### src/rtl/tenthirty_table.sv
// Ten-and-a-half table engine: N player seats plus an automatic dealer seat,
// with a req/vld card source, per-round comparison and multi-round tallies.
module tenthirty_table #(
    parameter int NUM_PLAYERS     = 2,
    parameter int MAX_CARDS       = 5,
    parameter int ROUNDS          = 4,
    parameter int LIMIT_HALF      = 21,
    parameter int DEALER_HIT_HALF = 14
) (
    input  logic                       clk,
    input  logic                       rst_n,
    input  logic                       start,
    input  logic                       hit,
    input  logic                       stand,
    output logic                       card_req,
    input  logic                       card_vld,
    input  logic [3:0]                 card_val,
    output logic [2:0]                 state_o,
    output logic [2:0]                 active_seat,
    input  logic [2:0]                 rd_seat,
    output logic [6:0]                 rd_total,
    output logic [2:0]                 rd_count,
    output logic                       result_vld,
    output logic [NUM_PLAYERS-1:0]     win,
    output logic [4*NUM_PLAYERS-1:0]   wins_tally,
    output logic [3:0]                 round_o,
    output logic                       game_done
);

    typedef enum logic [2:0] {
        S_IDLE    = 3'd0,
        S_DEAL    = 3'd1,
        S_PLAY    = 3'd2,
        S_FETCH   = 3'd3,
        S_DEALER  = 3'd4,
        S_COMPARE = 3'd5,
        S_RESULT  = 3'd6,
        S_DONE    = 3'd7
    } state_t;

    localparam logic [2:0] DEALER_SEAT = 3'(NUM_PLAYERS);

    state_t                            state_reg, state_next;
    logic [2:0]                        active_reg, active_next;
    logic                              req_reg, req_next;
    logic [NUM_PLAYERS:0][6:0]         total_reg, total_next;
    logic [NUM_PLAYERS:0][2:0]         count_reg, count_next;
    logic [NUM_PLAYERS-1:0]            win_reg, win_next;
    logic [NUM_PLAYERS-1:0][3:0]       tally_reg, tally_next;
    logic [3:0]                        round_reg, round_next;

    logic                              legal;
    logic                              accept;
    logic [6:0]                        card_pts;
    logic [6:0]                        cur_total;
    logic [2:0]                        cur_count;
    logic [6:0]                        new_total;
    logic [2:0]                        new_count;
    logic                              hand_closed;
    logic [2:0]                        next_seat;
    logic [NUM_PLAYERS-1:0]            player_bust;
    logic [NUM_PLAYERS-1:0]            win_calc;
    logic                              dealer_bust;
    logic                              all_bust;
    logic                              dealer_draws;

    // Face cards are worth half a point; out-of-range ranks are never accepted.
    assign legal    = (card_val >= 4'd1) && (card_val <= 4'd13);
    assign card_pts = (card_val <= 4'd10) ? {2'b00, card_val, 1'b0} : 7'd1;
    assign accept   = req_reg & card_vld & legal;

    always_comb begin
        cur_total = '0;
        cur_count = '0;
        for (int i = 0; i <= NUM_PLAYERS; i++) begin
            if (active_reg == 3'(i)) begin
                cur_total = total_reg[i];
                cur_count = count_reg[i];
            end
        end
    end

    assign new_total   = cur_total + card_pts;
    assign new_count   = cur_count + 3'd1;
    assign hand_closed = (new_total >= 7'(LIMIT_HALF)) || (new_count == 3'(MAX_CARDS));
    assign next_seat   = active_reg + 3'd1;

    assign dealer_bust  = total_reg[NUM_PLAYERS] > 7'(LIMIT_HALF);
    assign all_bust     = &player_bust;
    assign dealer_draws = (total_reg[NUM_PLAYERS] < 7'(DEALER_HIT_HALF)) &&
                          (count_reg[NUM_PLAYERS] < 3'(MAX_CARDS));

    // Ties and double busts both fall to the dealer.
    for (genvar gi = 0; gi < NUM_PLAYERS; gi++) begin : g_seat
        assign player_bust[gi] = total_reg[gi] > 7'(LIMIT_HALF);
        assign win_calc[gi]    = !player_bust[gi] &&
                                 (dealer_bust || (total_reg[gi] > total_reg[NUM_PLAYERS]));
    end

    always_comb begin
        state_next  = state_reg;
        active_next = active_reg;
        req_next    = req_reg;
        total_next  = total_reg;
        count_next  = count_reg;
        win_next    = win_reg;
        tally_next  = tally_reg;
        round_next  = round_reg;

        if (accept) begin
            req_next = 1'b0;
            for (int i = 0; i <= NUM_PLAYERS; i++) begin
                if (active_reg == 3'(i)) begin
                    total_next[i] = new_total;
                    count_next[i] = new_count;
                end
            end
        end

        case (state_reg)
            S_IDLE: begin
                if (start) begin
                    state_next  = S_DEAL;
                    active_next = 3'd0;
                    req_next    = 1'b1;
                    total_next  = '0;
                    count_next  = '0;
                    win_next    = '0;
                    tally_next  = '0;
                    round_next  = '0;
                end
            end
            S_DEAL: begin
                if (accept) begin
                    if (active_reg == DEALER_SEAT) begin
                        state_next  = S_PLAY;
                        active_next = 3'd0;
                    end else begin
                        active_next = next_seat;
                    end
                end else if (!req_reg) begin
                    req_next = 1'b1;
                end
            end
            S_PLAY: begin
                if (stand) begin
                    active_next = next_seat;
                    state_next  = (next_seat == DEALER_SEAT) ? S_DEALER : S_PLAY;
                end else if (hit) begin
                    state_next = S_FETCH;
                    req_next   = 1'b1;
                end
            end
            S_FETCH: begin
                if (accept) begin
                    if (hand_closed) begin
                        active_next = next_seat;
                        state_next  = (next_seat == DEALER_SEAT) ? S_DEALER : S_PLAY;
                    end else begin
                        state_next = S_PLAY;
                    end
                end
            end
            S_DEALER: begin
                // Decide only while idle on the handshake so each new card is seen first.
                if (!accept && !req_reg) begin
                    if (all_bust || !dealer_draws) begin
                        state_next = S_COMPARE;
                    end else begin
                        req_next = 1'b1;
                    end
                end
            end
            S_COMPARE: begin
                win_next   = win_calc;
                round_next = round_reg + 4'd1;
                for (int i = 0; i < NUM_PLAYERS; i++) begin
                    tally_next[i] = tally_reg[i] + {3'b000, win_calc[i]};
                end
                state_next = S_RESULT;
            end
            S_RESULT: begin
                if (start) begin
                    if (round_reg < 4'(ROUNDS)) begin
                        state_next  = S_DEAL;
                        active_next = 3'd0;
                        req_next    = 1'b1;
                        total_next  = '0;
                        count_next  = '0;
                        win_next    = '0;
                    end else begin
                        state_next = S_DONE;
                    end
                end
            end
            S_DONE: begin
                if (start) begin
                    state_next  = S_IDLE;
                    active_next = 3'd0;
                    total_next  = '0;
                    count_next  = '0;
                    win_next    = '0;
                    tally_next  = '0;
                    round_next  = '0;
                end
            end
            default: state_next = S_IDLE;
        endcase
    end

    always_ff @(posedge clk or negedge rst_n) begin
        if (!rst_n) begin
            state_reg  <= S_IDLE;
            active_reg <= '0;
            req_reg    <= 1'b0;
            total_reg  <= '0;
            count_reg  <= '0;
            win_reg    <= '0;
            tally_reg  <= '0;
            round_reg  <= '0;
        end else begin
            state_reg  <= state_next;
            active_reg <= active_next;
            req_reg    <= req_next;
            total_reg  <= total_next;
            count_reg  <= count_next;
            win_reg    <= win_next;
            tally_reg  <= tally_next;
            round_reg  <= round_next;
        end
    end

    always_comb begin
        rd_total = '0;
        rd_count = '0;
        for (int i = 0; i <= NUM_PLAYERS; i++) begin
            if (rd_seat == 3'(i)) begin
                rd_total = total_reg[i];
                rd_count = count_reg[i];
            end
        end
    end

    assign state_o     = state_reg;
    assign active_seat = active_reg;
    assign card_req    = req_reg;
    assign result_vld  = (state_reg == S_RESULT);
    assign game_done   = (state_reg == S_DONE);
    assign win         = win_reg;
    assign wins_tally  = tally_reg;
    assign round_o     = round_reg;

endmodule

### config.mk
export PLATFORM = sky130hd
export DESIGN_NAME = tenthirty_table
export DESIGN_NICKNAME = d
export VERILOG_FILES = /design/src/rtl/tenthirty_table.sv
export SDC_FILE = /design/constraint.sdc
export NUM_CORES = 1
export LEC_CHECK = 0
export CAP_MARGIN = 0
export CORE_MARGIN = 2
export CORE_UTILIZATION = 45
export DETAILED_ROUTE_END_ITERATION = 7
export PLACE_DENSITY_LB_ADDON = 0.3
export SLEW_MARGIN = 20
export SYNTH_ARGS = -nofsm -noshare
export SYNTH_HDL_FRONTEND = slang
export SYNTH_SLANG_ARGS = --single-unit
### constraint.sdc
create_clock -name clk -period 5.4 [get_ports clk]
set_input_delay 0.81 -clock clk [delete_from_list [all_inputs] [get_ports clk]]
set_output_delay 0.81 -clock clk [all_outputs]
set_load 0.02 [all_outputs]
; After elaboration in Yosys (flattened, before gate mapping)
; Cells that the tools add are included.
[op_classes]
add_sub_neg = 6
order_cmp = 12
n_eq_ne = 26
mux = 70
bitwise = 2
n_reduce_logical = 26
[ops]
columns = op, n
row1 = 3-bit two-way mux, 29
row2 = 21-bit two-way mux, 4
row3 = 7-bit two-way mux, 9
row4 = 21-bit case mux with 2 select lines, 1
row5 = 9-bit two-way mux, 4
row6 = 3-bit case mux with 8 select lines, 1
row7 = "7-bit by 5-bit > comparator with 1-bit output, second input constant", 3
row8 = "2-bit != test, second input constant", 10
row9 = 9-bit case mux with 2 select lines, 1
row10 = 8-bit case mux with 2 select lines, 1
row11 = "3-bit by 2-bit equality test with 1-bit output, second input constant", 5
row12 = "3-bit equality test, second input constant", 5
row13 = 3-bit case mux with 5 select lines, 1
row14 = 7-bit > comparator, 2
row15 = 1-bit two-way mux, 10
row16 = "3-bit by 1-bit equality test with 1-bit output, second input constant", 3
row17 = 3-bit zero test, 3
row18 = 9-bit AND reduction, 1
row19 = 4-bit by 1-bit adder with 4-bit output, 2
row20 = "4-bit <= comparator, second input constant", 2
row21 = 8-bit two-way mux, 1
row22 = 4-bit case mux with 2 select lines, 1
row23 = 8-bit AND reduction, 1
row24 = 7-bit by 5-bit adder with 7-bit output, 1
row25 = 24 further kinds, 41
[word_totals]
regBits = 51
inputBits = 13
output_inout_bits = 33
wordCells = 155

; Logic depth before layout (Yosys ltp)
[logic_depth]
word_depth = 10
mapped_depth = 17

; Least setup slack after synthesis
; Ideal clock, no wire load.
[synth_timing]
kind = register to register
from = register active_reg[0], in the netlist active_seat[0]
to = register active_reg[0], in the netlist active_seat[0]
setup_ps = 128
t_arrival_ps = 3523
t_required_ps = 5272
path_slack_ps = 1749
stages_incl_launch_ff = 18
path_cell_list = dfrtp_1 inv_1 ha_1 nand2b_1 buf_2 clkbuf_1 nor2_1 a21oi_1 ha_1 inv_1 fa_1 nor2b_1 o31a_1 o21bai_4 mux2i_4 o2111ai_4 o21ai_4 mux2_1
[synth_via]
elab_chain_len = 9
[synth_rtl]
columns = item, line_no
row1 = "start, declared", 44  ; logic [2:0] active_reg, active_next;
row2 = "start signal, assigned", 223  ; active_reg <= active_next;
row3 = 3-bit zero test, 76  ; if (active_reg == 3'(i)) begin
row4 = 7-bit two-way mux or 3-bit two-way mux (tied branches) (3 in series), 76
row5 = 7-bit by 5-bit adder with 7-bit output or 3-bit by 1-bit adder with 3-bit output (tied branches), "83, 84"
row6 = 7-bit by 5-bit >= comparator with 1-bit output or 3-bit equality test (tied branches), 85  ; assign hand_closed = (new_total >= 7'(LIMIT_HALF)) || (new_count == 3'(MAX_CARDS));
row7 = 1-bit logical OR, 85
row8 = 2-bit != test (no line), n/a
row9 = 8-bit AND reduction (no line), n/a
; Several ways; a longest one is shown, not always the timed one. The select of a mux whose other input is x is not followed.
; A chain may end at the register's enable or synchronous reset.

; Worst setup path in the final report
[layout_timing]
from = input rd_seat[0]
to = output rd_total[6]
[layout_via]
elab_chain_len = 4
[layout_rtl]
columns = item, line_no
row1 = "start, declared", 20  ; input logic [2:0] rd_seat,
row2 = 3-bit zero test, 237  ; if (rd_seat == 3'(i)) begin
row3 = 7-bit two-way mux (2 in series), 237
row4 = 7-bit two-way mux *, 237
row5 = "end, declared", 21  ; output logic [6:0] rd_total,
; Mark *: on every way between the ends. The rest lies on a longest branch, timed or not.

==> metrics.md <==
| Metric | Value |
|---|---|
| Status | `complete, no violations` |
| Die ar. | `9220 um2` |
| Die Height | `96.0 um` |
| Max cap viols | `0` |
| Class of the worst hold path | `register to register` |
| Post-CTS Resized | `0` |
| Initial Utilization | `46.4%` |
| Routability Congestion | `0.854` |
| Filler cells | `790` |
| Worst-margin pin slew | `0.944 ns` |
| I/O Pins | `46` |
| Synth Net Count | `513` |
| Worst vdd ir | `291 uV` |
| # rows | `33` |
| Largest net degree at the start of global routing | `52` |
| Final cell utilization of the core | `53.9%` |
| Num CTS Buffers | `5` |
| Flop-to-flop setup slack | `approximately 1.3 ns` |
| Initial antenna violation count | `0` |
| Fmax | `0.239 GHz` |
| Per-cell routed wire length | `16.1 um` |
| Worst setup margin | `1.22 ns` |
| RSZ-0062 raised after global routing | `false` |
| GRT Util Overall | `22.7%` |
| CTS Buffer Depth | `2` |
| Via/cell ratio | `between 5 and 6` |
| Global route overflow | `0` |
| CTS tree | `yes` |
| DRC Markers | `0` |
| Setup crit start kind | `input port` |
| Cell count after synthesis | `468` |
| Worst-path clk slew | `0.11 ns` |
| Number of flops mapped to enable cells by yosys | `0` |
| First-pass GRT wire length | `16200 um` |
| #FFs+latches synth | `51` |
| Via count | `3412` |
| # nets final | `544` |
| Synth Cell Area | `3810 um2` |
| Drt pass-1 iters | `5` |
| Post-route ant nets | `0` |
| Critical path class | `input port to primary output` |
| PwrDens | `628 nW/um2` |
| Crit share post-route | `77.4%` |
| Clock Sinks | `a little over 50` |
| # hold bufs at CTS | `0` |
| Final Hold Vio Count | `0` |
| Worst path cell trace | `clkdlybuf4s50_1 > nor2b_1 > a21oi_1 > nor2_1 > clkdlybuf4s50_1` |
| Final HPWL DP | `about 7100 um` |
| CTS root buf | `clkbuf_8` |
| CP Data Arrival Time | `between 3 and 4 ns` |
| Buffers added on ports | `45` |
| Slowest stage cell, crit path | `nor2b_1` |
| Max_slew headroom | `37.0%` |
| Area grow syn2layout | `16.2%` |
| CP Capture Type | `primary output` |
| Minimum clock period | `around 4.2 ns` |
| Worst slack, placed | `1.24 ns` |
| Die Span X | `96.0 um` |
| Worst-case clock skew | `0.0139 ns` |
| Number of global-route vias before repair | `approximately 3300` |
| Post-CTS Setup Inserts | `0` |
| Critical Path Max Stage Delay | `~0.89 ns` |
| Worst path most repeated cell | `clkdlybuf4s50_1` |
| CTS H-Tree Depth | `2` |
| Leakage | `1.96 nW` |
| Total Neg Setup Slack | `0 ns` |
| Synth unique cells | `54` |
| Commonest non-fill, non-tap cell in the layout | `nor2_1` |
| Diode count | `0` |
| Async SR Flop Fraction | `between 90% and 100%` |
| Final setup violation count | `0` |
| Hold Slack | `0.531 ns` |
| Number of flip-flops under the largest register name | `21` |
| WP data required | `4.59 ns` |
| Fraction of layout cells with a size suffix above 1 | `4.40%` |
| Later-pin clock latency in the skew report | `0.32 ns` |
| Routed WL | `9760 um` |
| Crit path max fanout | `11` |
| Pins Over Slew Limit | `0` |
| Iteration-0 DRC Markers | `270` |
| Ys flop type | `dfrtp_1` |
| Syn_area_per_cell | `slightly above 8 um2` |
| Seq/Total Area, Yosys | `33.5%` |
| Yosys Warn Count | `0` |
| Commonest non-fill, non-tap cells in the layout | `83 x nor2_1, 51 x a21oi_1, 51 x dfrtp_1` |
| Core box area | `between 8000 and 9000 um2` |
==> per-layer routing <==
layer	wire [um]	GRT usage, %	vias up	part of all wire (%)
li1	-	-	1693	-
met1	4550	31.5	1623	47
met2	4590	36.3	77	47
met3	402	2.74	19	4.1
met4	221	8.33	0	2.3
met5	0	0	-	0
==> worst paths after layout <==
kind                           startpoint             end  cells after the start
setup / recovery               rd_seat[0]     rd_total[6]                      5
hold / removal                     win[0]          win[0]                      2
setup reg to reg           active_seat[1]  active_seat[0]                     15
hold reg to reg                    win[0]          win[0]                      2
max in group asynchronous           rst_n    total_reg[9]                      2
min in group asynchronous           rst_n      state_o[0]                      2
==> synthesized netlist by cell type (3+ instances only) <==
cell / n / share of area (%)
nor2_1: 83 / 8.2
xor2_1: 6 / 1.4
nand2b_1: 6 / 0.99
and2_1: 4 / 0.66
dfrtp_1: 51 / 33
ha_1: 31 / 10
nor2b_1: 9 / 1.5
o21ai_1: 7 / 0.92
a211o_1: 3 / 0.69
clkbuf_1: 18 / 1.8
o21a_1: 7 / 1.4
a31oi_1: 4 / 0.66
a22oi_1: 9 / 1.8
a21o_1: 7 / 1.4
nor3_1: 4 / 0.53
a21oi_1: 51 / 6.7
o21ai_0: 17 / 2.2
nand3_1: 6 / 0.79
nand2_1: 45 / 4.4
mux2i_1: 17 / 4.5
nand3b_1: 3 / 0.59
nand4_1: 5 / 0.82
a211oi_1: 8 / 1.6
inv_1: 25 / 2.5
xnor2_1: 5 / 1.1
==> where the power goes <==
group          total [mW]  switching (mW)  leakage (nW)  internal, mW
sequential          0.757           0.238         0.687         0.518
clock               0.280           0.140        0.0548         0.140
combinational        1.74            1.00          1.22         0.744
total                2.78            1.38          1.96          1.40
==> cells by family (layout without fill, tap and decap cells) <==
group                    count (synthesis)  in the layout  share of synthesized area, %
AO/OA/AOI/OAI                          130            130                          22.1
XOR/XNOR                                12             12                          2.96
multiplexers                            19             19                          5.35
adder cells (fa/ha/maj)                 32             32                          10.7
buffers and inverters                   47             79                          4.70
flip-flops                              51             51                          33.5
AND/OR/NAND/NOR                        177            177                          20.7
==> area by class of cell <==
class                   instances  area [um2]  area share, %
clock buffers                   5        68.8           1.55
well taps                     105         131           2.97
clock inverters                 3        46.3           1.05
repair buffers                 46         453           10.2
flip-flops and latches         51        1280           28.8
inverters                      25        93.8           2.12
multi-input cells             370        2360           53.2
==> worst max-delay path, delay by kind of cell <==
kind            cells  cell delay, ns
buf+inv             2            1.37
simple gates        2            1.03
compound gates      1            0.16
==> per-stage QoR <==
| stage | power (mW) | cells | cell area [um2] |
|---|---|---|---|
| 6_report | 2.78 | 605 | 4430 |
| 5_1_grt | 3.07 | 605 | 4430 |
| 4_1_cts | 2.79 | 605 | 4420 |
| 3_5_place_dp | 2.50 | 597 | 4310 |
| 3_3_place_gp | 2.45 | 597 | 4310 |
| 2_1_floorplan | 2.03 | 468 | 3810 |
No activity file was read; power rests on OpenSTA's default activity.
